$ cat config.mk
export PLATFORM = sky130hd
export DESIGN_NAME = imem_fetch_buffer
export DESIGN_NICKNAME = d
export VERILOG_FILES = /design/src/rtl/imem_fetch_buffer.sv
export SDC_FILE = /design/constraint.sdc
export NUM_CORES = 1
export LEC_CHECK = 0
export ABC_AREA = 1
export CORE_MARGIN = 3
export CORE_UTILIZATION = 60
export CTS_CLUSTER_SIZE = 14
export DETAILED_ROUTE_END_ITERATION = 12
export PLACE_DENSITY = 0.94
export SLEW_MARGIN = 5
export SYNTH_ARGS = -nofsm -noshare
export SYNTH_HDL_FRONTEND = slang
export SYNTH_SLANG_ARGS = --single-unit
$ cat constraint.sdc
create_clock -name clk -period 12.4 [get_ports clk]
set_clock_uncertainty 0.15 [all_clocks]
set_input_delay 1.86 -clock clk [delete_from_list [all_inputs] [get_ports clk]]
set_output_delay 1.86 -clock clk [all_outputs]
set_load 0.05 [all_outputs]
$ cat src/rtl/imem_fetch_buffer.sv
// Instruction-fetch port with a small direct-mapped word buffer in front of the
// shared memory bus; misses go to the bus with a bounded wait and error pulse.
module imem_fetch_buffer #(
  parameter int ADDR_W  = 32,
  parameter int DATA_W  = 32,
  parameter int DEPTH   = 4,
  parameter int TIMEOUT = 255,
  parameter int CNT_W   = 16
) (
  input  logic              clk,
  input  logic              reset,
  input  logic [ADDR_W-1:0] pc,
  input  logic              fetch_req,
  input  logic              flush,
  output logic [DATA_W-1:0] instr,
  output logic              instr_valid,
  output logic              stall,
  output logic              fetch_err,
  output logic [CNT_W-1:0]  hit_count,
  output logic [CNT_W-1:0]  miss_count,
  output logic [31:0]       memory_addr,
  output logic              memory_rden,
  input  logic [31:0]       memory_read_val,
  input  logic              memory_response
);

  localparam int IDX_W = $clog2(DEPTH);
  localparam int TAG_W = ADDR_W - 2 - IDX_W;
  localparam int TO_W  = $clog2(TIMEOUT + 1);

  typedef enum logic {IDLE, MISS} state_t;

  typedef struct packed {
    logic [TAG_W-1:0]  tag;
    logic [DATA_W-1:0] data;
  } entry_t;

  state_t             state, state_nxt;
  logic [DEPTH-1:0]   ent_vld;
  entry_t             ent [DEPTH];

  logic [IDX_W-1:0]   lk_idx, miss_idx;
  logic [TAG_W-1:0]   lk_tag, miss_tag;
  logic               lk_hit;
  logic               lookup, resp, tmo;
  logic [TO_W-1:0]    tmo_cnt;
  logic [31:0]        word_addr;
  logic [DATA_W-1:0]  rdata;
  logic               unused_pc_lsb;

  assign unused_pc_lsb = ^pc[1:0];

  // Bus address is the word address, zero-extended or truncated to 32 bits.
  generate
    if (ADDR_W >= 32) begin : g_addr_trunc
      assign word_addr = {pc[31:2], 2'b00};
    end else begin : g_addr_ext
      assign word_addr = {{(32-ADDR_W){1'b0}}, pc[ADDR_W-1:2], 2'b00};
    end
    if (DATA_W <= 32) begin : g_data_trunc
      assign rdata = memory_read_val[DATA_W-1:0];
    end else begin : g_data_ext
      assign rdata = {{(DATA_W-32){1'b0}}, memory_read_val};
    end
  endgenerate

  assign lk_idx = pc[2 +: IDX_W];
  assign lk_tag = pc[ADDR_W-1 -: TAG_W];
  assign lk_hit = ent_vld[lk_idx] && (ent[lk_idx].tag == lk_tag);

  assign lookup = (state == IDLE) && fetch_req;
  assign resp   = (state == MISS) && memory_rden && memory_response;
  // Response in the last allowed cycle still wins over the abort.
  assign tmo    = (state == MISS) && !memory_response &&
                  (tmo_cnt == TO_W'(TIMEOUT - 1));

  assign stall  = lookup || ((state == MISS) && fetch_req);

  always_comb begin
    state_nxt = state;
    case (state)
      IDLE:    if (lookup && !lk_hit) state_nxt = MISS;
      MISS:    if (resp || tmo)       state_nxt = IDLE;
      default: state_nxt = IDLE;
    endcase
  end

  always_ff @(posedge clk) begin
    if (reset) begin
      state       <= IDLE;
      ent_vld     <= '0;
      tmo_cnt     <= '0;
      miss_idx    <= '0;
      miss_tag    <= '0;
      instr       <= '0;
      instr_valid <= 1'b0;
      fetch_err   <= 1'b0;
      hit_count   <= '0;
      miss_count  <= '0;
      memory_addr <= '0;
      memory_rden <= 1'b0;
    end else begin
      state       <= state_nxt;
      instr_valid <= 1'b0;
      fetch_err   <= 1'b0;

      if (lookup) begin
        if (lk_hit) begin
          instr       <= ent[lk_idx].data;
          instr_valid <= 1'b1;
          if (hit_count != '1) hit_count <= hit_count + CNT_W'(1);
        end else begin
          miss_idx    <= lk_idx;
          miss_tag    <= lk_tag;
          memory_addr <= word_addr;
          memory_rden <= 1'b1;
          tmo_cnt     <= '0;
          if (miss_count != '1) miss_count <= miss_count + CNT_W'(1);
        end
      end

      if (resp) begin
        instr       <= rdata;
        instr_valid <= 1'b1;
        memory_rden <= 1'b0;
        ent_vld[miss_idx] <= 1'b1;
      end else if (tmo) begin
        memory_rden <= 1'b0;
        fetch_err   <= 1'b1;
      end else if (state == MISS) begin
        tmo_cnt <= tmo_cnt + TO_W'(1);
      end

      // Flush wins over a same-cycle fill; the lookup above already saw old contents.
      if (flush) ent_vld <= '0;
    end
  end

  // Payload needs no reset: it is only observed through ent_vld.
  always_ff @(posedge clk) begin
    if (resp && !flush && !reset) begin
      ent[miss_idx].tag  <= miss_tag;
      ent[miss_idx].data <= rdata;
    end
  end

endmodule

Word level (Yosys, flattened, before mapping)
Memory sizes are Yosys's and may differ from the RTL's.
Cells that the tools add are included.
Widths: inputs -> output; s select.
{"block": "totals", "mem_bits_rw": 240, "out_inout_bits": 100, "word_cells": 73, "memories": 1, "in_bits": 69, "regBits": 140}
{"block": "op_classes", "n_lt_le_gt_ge": 3, "n_eq_ne": 4, "addsub": 3, "mux": 21, "n_reduce_logical": 26, "bitwise_logic": 3}
{"name": "ent", "depth": 4, "word_bits": 60, "rd": 1, "rd_ports_with_merged_regs": 0, "wr": 1, "line_no": "40", "text": "entry_t ent [DEPTH];"}
{"cell": "$mux 32", "n": 3}
{"cell": "$mux 8", "n": 5}
{"cell": "$add 16x1->16 const B", "n": 2}
{"cell": "$ne 16x16->1 const B", "n": 2}
{"cell": "$eq 28x28->1", "n": 1}
{"cell": "$logic_and 1x1->1", "n": 11}
{"cell": "$mux 1", "n": 10}
{"cell": "$add 8x1->8 const B", "n": 1}
{"cell": "$eq 8x8->1 const B", "n": 1}
{"cell": "$lt 2x3->1 const B", "n": 2}
{"cell": "$reduce_and 3->1", "n": 2}
{"cell": "$logic_not 1->1", "n": 4}
{"cell": "$or 4x4->4", "n": 1}
{"cell": "$reduce_and 2->1", "n": 2}
{"cell": "$reduce_bool 2->1", "n": 2}
{"cell": "$reduce_or 2->1", "n": 2}
{"cell": "$reduce_or 3->1", "n": 1}
{"cell": "$bmux 1 s2", "n": 1}
{"cell": "$demux 1 s2", "n": 1}
{"cell": "$ge 2x1->1 const B", "n": 1}
{"cell": "$logic_or 1x1->1", "n": 2}
{"cell": "$not 1->1", "n": 2}
{"cell": "$pmux 1 s2", "n": 1}

Logic depth before layout (Yosys ltp)
Gate-level depths: netlist of the first run.
{"block": "depth", "ltp_word": 8, "mapped_depth": 20, "ltp_nobuf": 16}

Least setup slack after synthesis of the first run
Ideal clock, no wire load.
{"block": "synth_timing", "path_type": "input port to flip-flop", "from": "input port memory_response", "to": "memory ent[0][0] (netlist name) (enable)", "setup_time_ns": 0.478, "path_slack_ns": 6.328, "path_stages": 8, "n_path_buf": 1, "arrival_time_ns": 5.444, "required_time_ns": 11.772, "path_cell_list": "inv_1 > nor3_1 > clkbuf_1 > inv_1 > nor2_1 > inv_1 > or2_2 > nor2_1"}
{"block": "synth_via", "elab_chain_len": 5}
{"item": "start: declaration", "line_no": "24", "text": "input logic memory_response"}
{"item": "$logic_and 1x1->1", "line_no": "72", "text": "assign resp = (state == MISS) && memory_rden && memory_response;"}
{"item": "$logic_and 1x1->1 (2 in a row)", "line_no": "141", "text": "if (resp && !flush && !reset) begin"}
{"item": "$mux 1", "line_no": "141"}
{"item": "$mux 1 (implied by the code)", "line_no": "143", "text": "ent[miss_idx].data <= rdata;"}
{"item": "end: declaration", "line_no": "40"}
No other way between the ends.

Final worst setup path of the first run
{"block": "layout_timing", "from": "input port pc[2]", "to": "register instr[28]"}
{"block": "layout_via", "elab_chain_len": 5, "elab_cells_between_ends": 10, "cone_classes": "eq/ne (1); mux (5); reduce/logical (3); memory (1)"}
{"item": "start: declaration", "line_no": "12", "text": "input logic [ADDR_W-1:0] pc,"}
{"item": "$mem_v2 4x60 or $bmux 1 s2 (tied branches)"}
{"item": "$eq 28x28->1 or $mux 1 (tied branches)", "line_no": "69", "text": "assign lk_hit = ent_vld[lk_idx] && (ent[lk_idx].tag == lk_tag);"}
{"item": "$logic_and 1x1->1", "line_no": "69"}
{"item": "$reduce_bool 2->1 (no line)"}
{"item": "$reduce_and 2->1 (no line)"}
{"item": "end signal: assignment", "line_no": "109", "text": "instr <= ent[lk_idx].data;"}
{"item": "end signal: assignment", "line_no": "123", "text": "instr <= rdata;"}
{"item": "end: declaration", "line_no": "15", "text": "output logic [DATA_W-1:0] instr,"}
Parallel ways exist; a longest one is shown, timed or not. The select of a mux whose other input is x is not followed.
A chain may end at the register's enable or synchronous reset.

==> results of run 1 <==
-- worst max-delay path: stages --
cell	delay (ns)
buf_4	0.31
clkinv_2	0.75
buf_4	0.64
nand2_1	0.15
nand3_1	0.12
nand3b_1	0.19
nand2_1	0.08
nor3_1	0.28
nand2_1	0.11
nor2_1	0.11
nand3_1	0.16
nand2_2	0.57
inv_2	0.49
nor2_1	0.31
nor2_1	0.09
-- worst max path at each step --
stage / startpoint / to / cells after the start
after floorplan: memory_response / ent[0][0] / 8
after global placement: pc[3] / instr[0] / 16
after detailed placement: pc[2] / instr[0] / 15
after CTS: pc[2] / instr[28] / 15
after global routing: pc[2] / instr[28] / 15
final: pc[2] / instr[28] / 15
-- sequential cells by signal, indices dropped and copies added, names as in the netlist, 4 cells and up --
register	cells
miss_tag	28
ent	240
instr	32
miss_count	16
hit_count	16
ent_vld	4
tmo_cnt	8
-- layer usage --
metal,vias up,track usage,wire (µm)
li1,5623,-,-
met1,5707,0.3390,14020
met2,686,0.4630,18540
met3,142,0.05142,3571
met4,0,0.1243,1381
met5,-,0,0
-- kinds of logic after synthesis --
kind of cell,share of synthesized area
compound gates,0.07811
other cells,0.0002490
fa+ha+maj,0.003324
simple gates,0.2316
flops,0.6248
buf+inv,0.04562
xor+xnor,0.01629
-- where the power goes --
part	total [W]	internal, W	switching [W]
combinational	0.000218	0.0000726	0.000146
sequential	0.00127	0.00126	0.0000134
clock	0.00109	0.000661	0.000428
-- metrics by stage --
stage	instance area [µm²]	setup WS, ns
after global placement	16810	6.145
after detailed placement	16810	5.987
after global routing	17990	6.065
after CTS	17990	6.423
final	17990	6.343
after floorplan	15060	6.328
-- placed cells by master (no fill, tap or decap), types with 2 or more instances in the layout --
master and n:
ha_1 4, nand4_1 24, nor3b_1 2, xnor2_1 8, a21oi_1 98, xor2_1 20
clkdlybuf4s50_1 161, inv_2 2, nor3_1 10, o22ai_1 2, bufinv_16 5, clkbuf_16 37
nand3_1 152, or2_2 2, a32o_1 32, nor2_1 133, nand2_2 3, clkinvlp_4 2
edfxtp_1 240, conb_1 2, o21ai_1 6, clkinv_2 5, dfxtp_1 110, inv_1 66
o21ai_0 63, buf_4 13, nand2_1 465, nand3b_1 18, nor2_4 5, clkbuf_1 8
nor4_1 4, nand3_2 2, clkinv_1 6, clkbuf_8 2, buf_2 2
-- final cells by class --
type                            count  area [µm²]
Sequential cell                   350        9409
Fill cell                        1580        6469
Multi-Input combinational cell   1060        5009
Timing Repair Buffer              176        1719
Clock buffer                       47       983.4
Tap cell                          324       405.4
Inverter                           70       264.0
Clock inverter                     16       203.9
==> flow_summary.ini, run 1 <==
[status]
status = finished clean

[drt]
vias = 12160
detail-route-antenna-nets = 0
drt_pass1_iterations = 6
drtIter0Drc = 1295
wire_per_inst_um = 18.36
wirelength_um = 37510
drc = 0
viasPerCell = 5.951

[worst_setup_path]
worstRegToRegCells = 9
rr_startpoint = memory_rden
rr_endpoint = ent[0][48]
worst_setup_path_start_kind = primary input
crit_required_ns = 12.65
endpoint_kind = flip-flop
worst-setup-path-type = in2reg
critPathMaxFanout = 68
cp.arrival_ns = 6.30
r2r_slack_ns = 8.56

[synth]
synth_edf_count = 240
yosysMostFrequentCell = nand2_1
ys_top_cells_by_area = edfxtp_1 48%, dfxtp_1 15%, nand2_1 12%, nand3_1 5.1%, nor2_1 3.4%
yosys.area.top_type = edfxtp_1
synthArstFlopShare = 0
synthDistinctLibCells = 35
synth_area_um2 = 15060
syn_inst = 1566
syn_area_per_cell_um2 = 9.616
ys_warn_count = 0
yosysSeqAreaShare = 0.6248
synthFlopType = edfxtp_1
ys_top_cells_by_count = 466 x nand2_1, 240 x edfxtp_1, 153 x nand3_1
synth.ff_latch_count = 350
yosysTopAreaCellShare = 0.4786

[clock_network]
clock-sinks = 350
clk_pin_slew_worst_paths_ns = 0.06
htreeDepth = 2
insertion_delay_ns = 0.51
cts_tree = done
cts_hold_buf = 0
clock_path_buffers = 3
post-cts-setup-buffers = 0
clockRootBuffer = clkbuf_16
cts_resized = 0
cts_inserted_buffers = 35

[place]
place_congestion = 0.8676
io_buffers = 164
dpl.hpwl_um = 22160
post-place-cells = 1980

[grt]
grt_max_degree = 96
grt_pass1_wl_um = 58530
grt_overflow = 0
grt_usage = 0.2719
antenna_found_initial = 0
grt_pass1_vias = 11850

[min_path]
min_path_type = reg2reg
hp-start = ent_vld[2]
hold_depth = 2
min_to = ent_vld[2]

[floorplanning]
start_util = 0.6156
placement_rows = 57
die_x_um = 164.4
die_area_um2 = 27030
fp.dieH_um = 164.4
core_um2 = 24460
io-pin-count = 169

[sta]
drv_slew = 0
finalCritPeriodShare = 0.4884
rsz0062_at_grt = false
finalHoldViolCount = 0
setup_viol = 0
worstMarginPinSlew_ns = 1.014
post-route-min-period_ns = 6.057
tns_ns = 0
max_slew_margin = 0.3237
fmax_ghz = 0.1651
hold_slack_ns = 0.3249

[final_layout]
layout-drive-gt1-share = 0.04770
diodes = 0
area_growth_pct = 19.49
nets = 1766
final_util = 0.7356
fin_cells = 2043

[power_and_ir_drop]
ir_drop_mv = 0.1306
leakage_nw = 6.588
power_density_nw_per_um2 = 143.4
power.total_w = 0.002580

[flow_run]
max_cap_viol_count = 0
(Power assumes the default switching activity.)
==> run 2, diff against run 1 <==
Settings changed: CORE_UTILIZATION 60 to 51, PLACE_DENSITY 0.94 to 0.86.
Clock period 12.4 ns to 5.55 ns, I/O delays scaled along.
==> flow_summary.ini, run 2 (synthesis results as in run 1) <==
[status]
status = finished clean

[grt]
grt_overflow = 0
grt_max_degree = 86
grt_pass1_wl_um = 57900
grt_pass1_vias = 11460
grt_usage = 0.2289
antenna_found_initial = 2

[power_and_ir_drop]
leakage_nw = 6.679
power_density_nw_per_um2 = 321.9
power.total_w = 0.005882
ir_drop_mv = 0.2919

[sta]
hold_slack_ns = 0.3250
worstMarginPinSlew_ns = 0.9936
tns_ns = 0
drv_slew = 0
setup_viol = 0
finalCritPeriodShare = 0.7918
max_slew_margin = 0.3360
finalHoldViolCount = 0
post-route-min-period_ns = 4.395
rsz0062_at_grt = false
fmax_ghz = 0.2276

[final_layout]
regMostFlops = ent
final_cell_mix = 466 x nand2_1, 240 x edfxtp_1, 162 x clkdlybuf4s50_1
layout_commonest_cell = nand2_1
diodes = 0
nets = 1774
reg_top3 = ent: 240 flops, instr: 32 flops, miss_tag: 28 flops
largest_reg_flops = 240
layout-drive-gt1-share = 0.05379
area_growth_pct = 21.35
fillerInstances = 2176

[clock_network]
htreeDepth = 2
cts_inserted_buffers = 36
clockRootBuffer = clkbuf_16
cts_resized = 0
clock-sinks = 350
cts_hold_buf = 0
insertion_delay_ns = 0.51
post-cts-setup-buffers = 0
clock_path_buffers = 3
cts_tree = done
clk_pin_slew_worst_paths_ns = 0.06

[worst_setup_path]
cp.arrival_ns = 4.66
worst-setup-path-type = in2reg
worst_setup_path_start_kind = primary input
endpoint_kind = flip-flop
crit_buf_inv = 4
crit_required_ns = 5.82
slowest_delay_ns = 0.77
critPathSlowestCell = clkinv_2
critical_path.top_delay_family = buffers and inverters
crit_path_frequent_cell = nand2_1
crit_chain = buf_4, clkinv_2, buf_4, nand2_1, nand3_1, nand2_1, nand2_1, nand2_1, nand3_1, nor2_1, nand2_1, nor2_1, nand3_2, nand2_1, buf_12, nand2_1, a21oi_1
critPathMaxFanout = 52

[floorplanning]
die_area_um2 = 31620
core_um2 = 28940
die_x_um = 177.8
start_util = 0.5204
placement_rows = 62
fp.dieH_um = 177.8
io-pin-count = 169

[flow_run]
max_cap_viol_count = 0

[drt]
wire_per_inst_um = 17.31
wirelength_um = 36580
viasPerCell = 5.569
drt_pass1_iterations = 7
drc = 0
drtIter0Drc = 1093
detail-route-antenna-nets = 0
vias = 11770

[place]
io_buffers = 164
dpl.hpwl_um = 21850
place_congestion = 0.8841

[min_path]
min_path_type = reg2reg
-- run 2: cell count changes in the layout (fill, tap and decap cells not counted) --
| cell | delta |
|---|---|
| buf_4 | +2 |
| buf_12 | +5 |
| nand2_2 | -1 |
| clkinv_1 | -3 |
| clkinv_2 | -1 |
| buf_2 | -1 |
| clkbuf_8 | +2 |
| clkbuf_16 | +2 |
| clkdlybuf4s50_1 | +1 |
| nand2_1 | +1 |
| inv_6 | +2 |
| clkinvlp_4 | +1 |
-- run 2: path summary, 6_finish.rpt --
kind               from      endpoint  slack [ns]  depth (start not counted)
max               pc[2]  miss_tag[17]        1.16                         17
min          ent_vld[2]    ent_vld[2]        0.32                          2
max reg2reg  ent[0][47]  miss_tag[17]        2.63                         14
min reg2reg  ent_vld[2]    ent_vld[2]        0.32                          2
-- run 2: cell type report --
cell class                      instances  area [µm²]  share of cell area
Sequential cell                       350        9409              0.5149
Multi-Input combinational cell       1060        5006              0.2740
Timing Repair Buffer                  183        1839              0.1007
Clock buffer                           51        1061             0.05807
Tap cell                              384       480.5             0.02629
Inverter                               70       264.0             0.01445
Clock inverter                         15       212.7             0.01164
-- run 2: routing by layer --
| layer | vias to the layer above | share of wire | wire length (µm) | track usage |
|---|---|---|---|---|
| met2 | 545 | 0.48 | 17670 | 0.3899 |
| met3 | 84 | 0.089 | 3267 | 0.04835 |
| met5 | - | 0.00082 | 30 | 0 |
| met1 | 5500 | 0.40 | 14580 | 0.2915 |
| met4 | 4 | 0.028 | 1027 | 0.07723 |
| li1 | 5635 | - | - | - |
-- run 2: per-stage QoR --
stage          instance area, µm²  utilization  cells  setup WS, ns
5_1_grt                     18270       0.6315   2113        0.8211
6_report                    18270       0.6315   2113         1.155
4_1_cts                     18270       0.6315   2113         1.247
2_1_floorplan               15060            -   1567        0.5057
3_3_place_gp                17000       0.5875   2047        0.8835
3_5_place_dp                17000       0.5875   2047        0.7383
-- run 2: worst register-to-register path, stage by stage (launching register included) --
cell      delay, ns
edfxtp_1       0.36
nand2_1        0.08
nand3_1        0.12
nand3b_1       0.21
nand2_1        0.07
nor2_1         0.15
nand2_1        0.09
inv_1          0.05
nand2_1        0.04
nor2_1         0.24
nand3_2        0.12
nand2_1        0.65
buf_12         0.27
nand2_1        0.09
a21oi_1        0.16
-- run 2: where the power goes --
part	switching (W)	internal, W	total [W]
registers	0.0000290	0.00281	0.00284
clock network	0.000976	0.00157	0.00255
logic	0.000324	0.000166	0.000490
total	0.00133	0.00455	0.00588
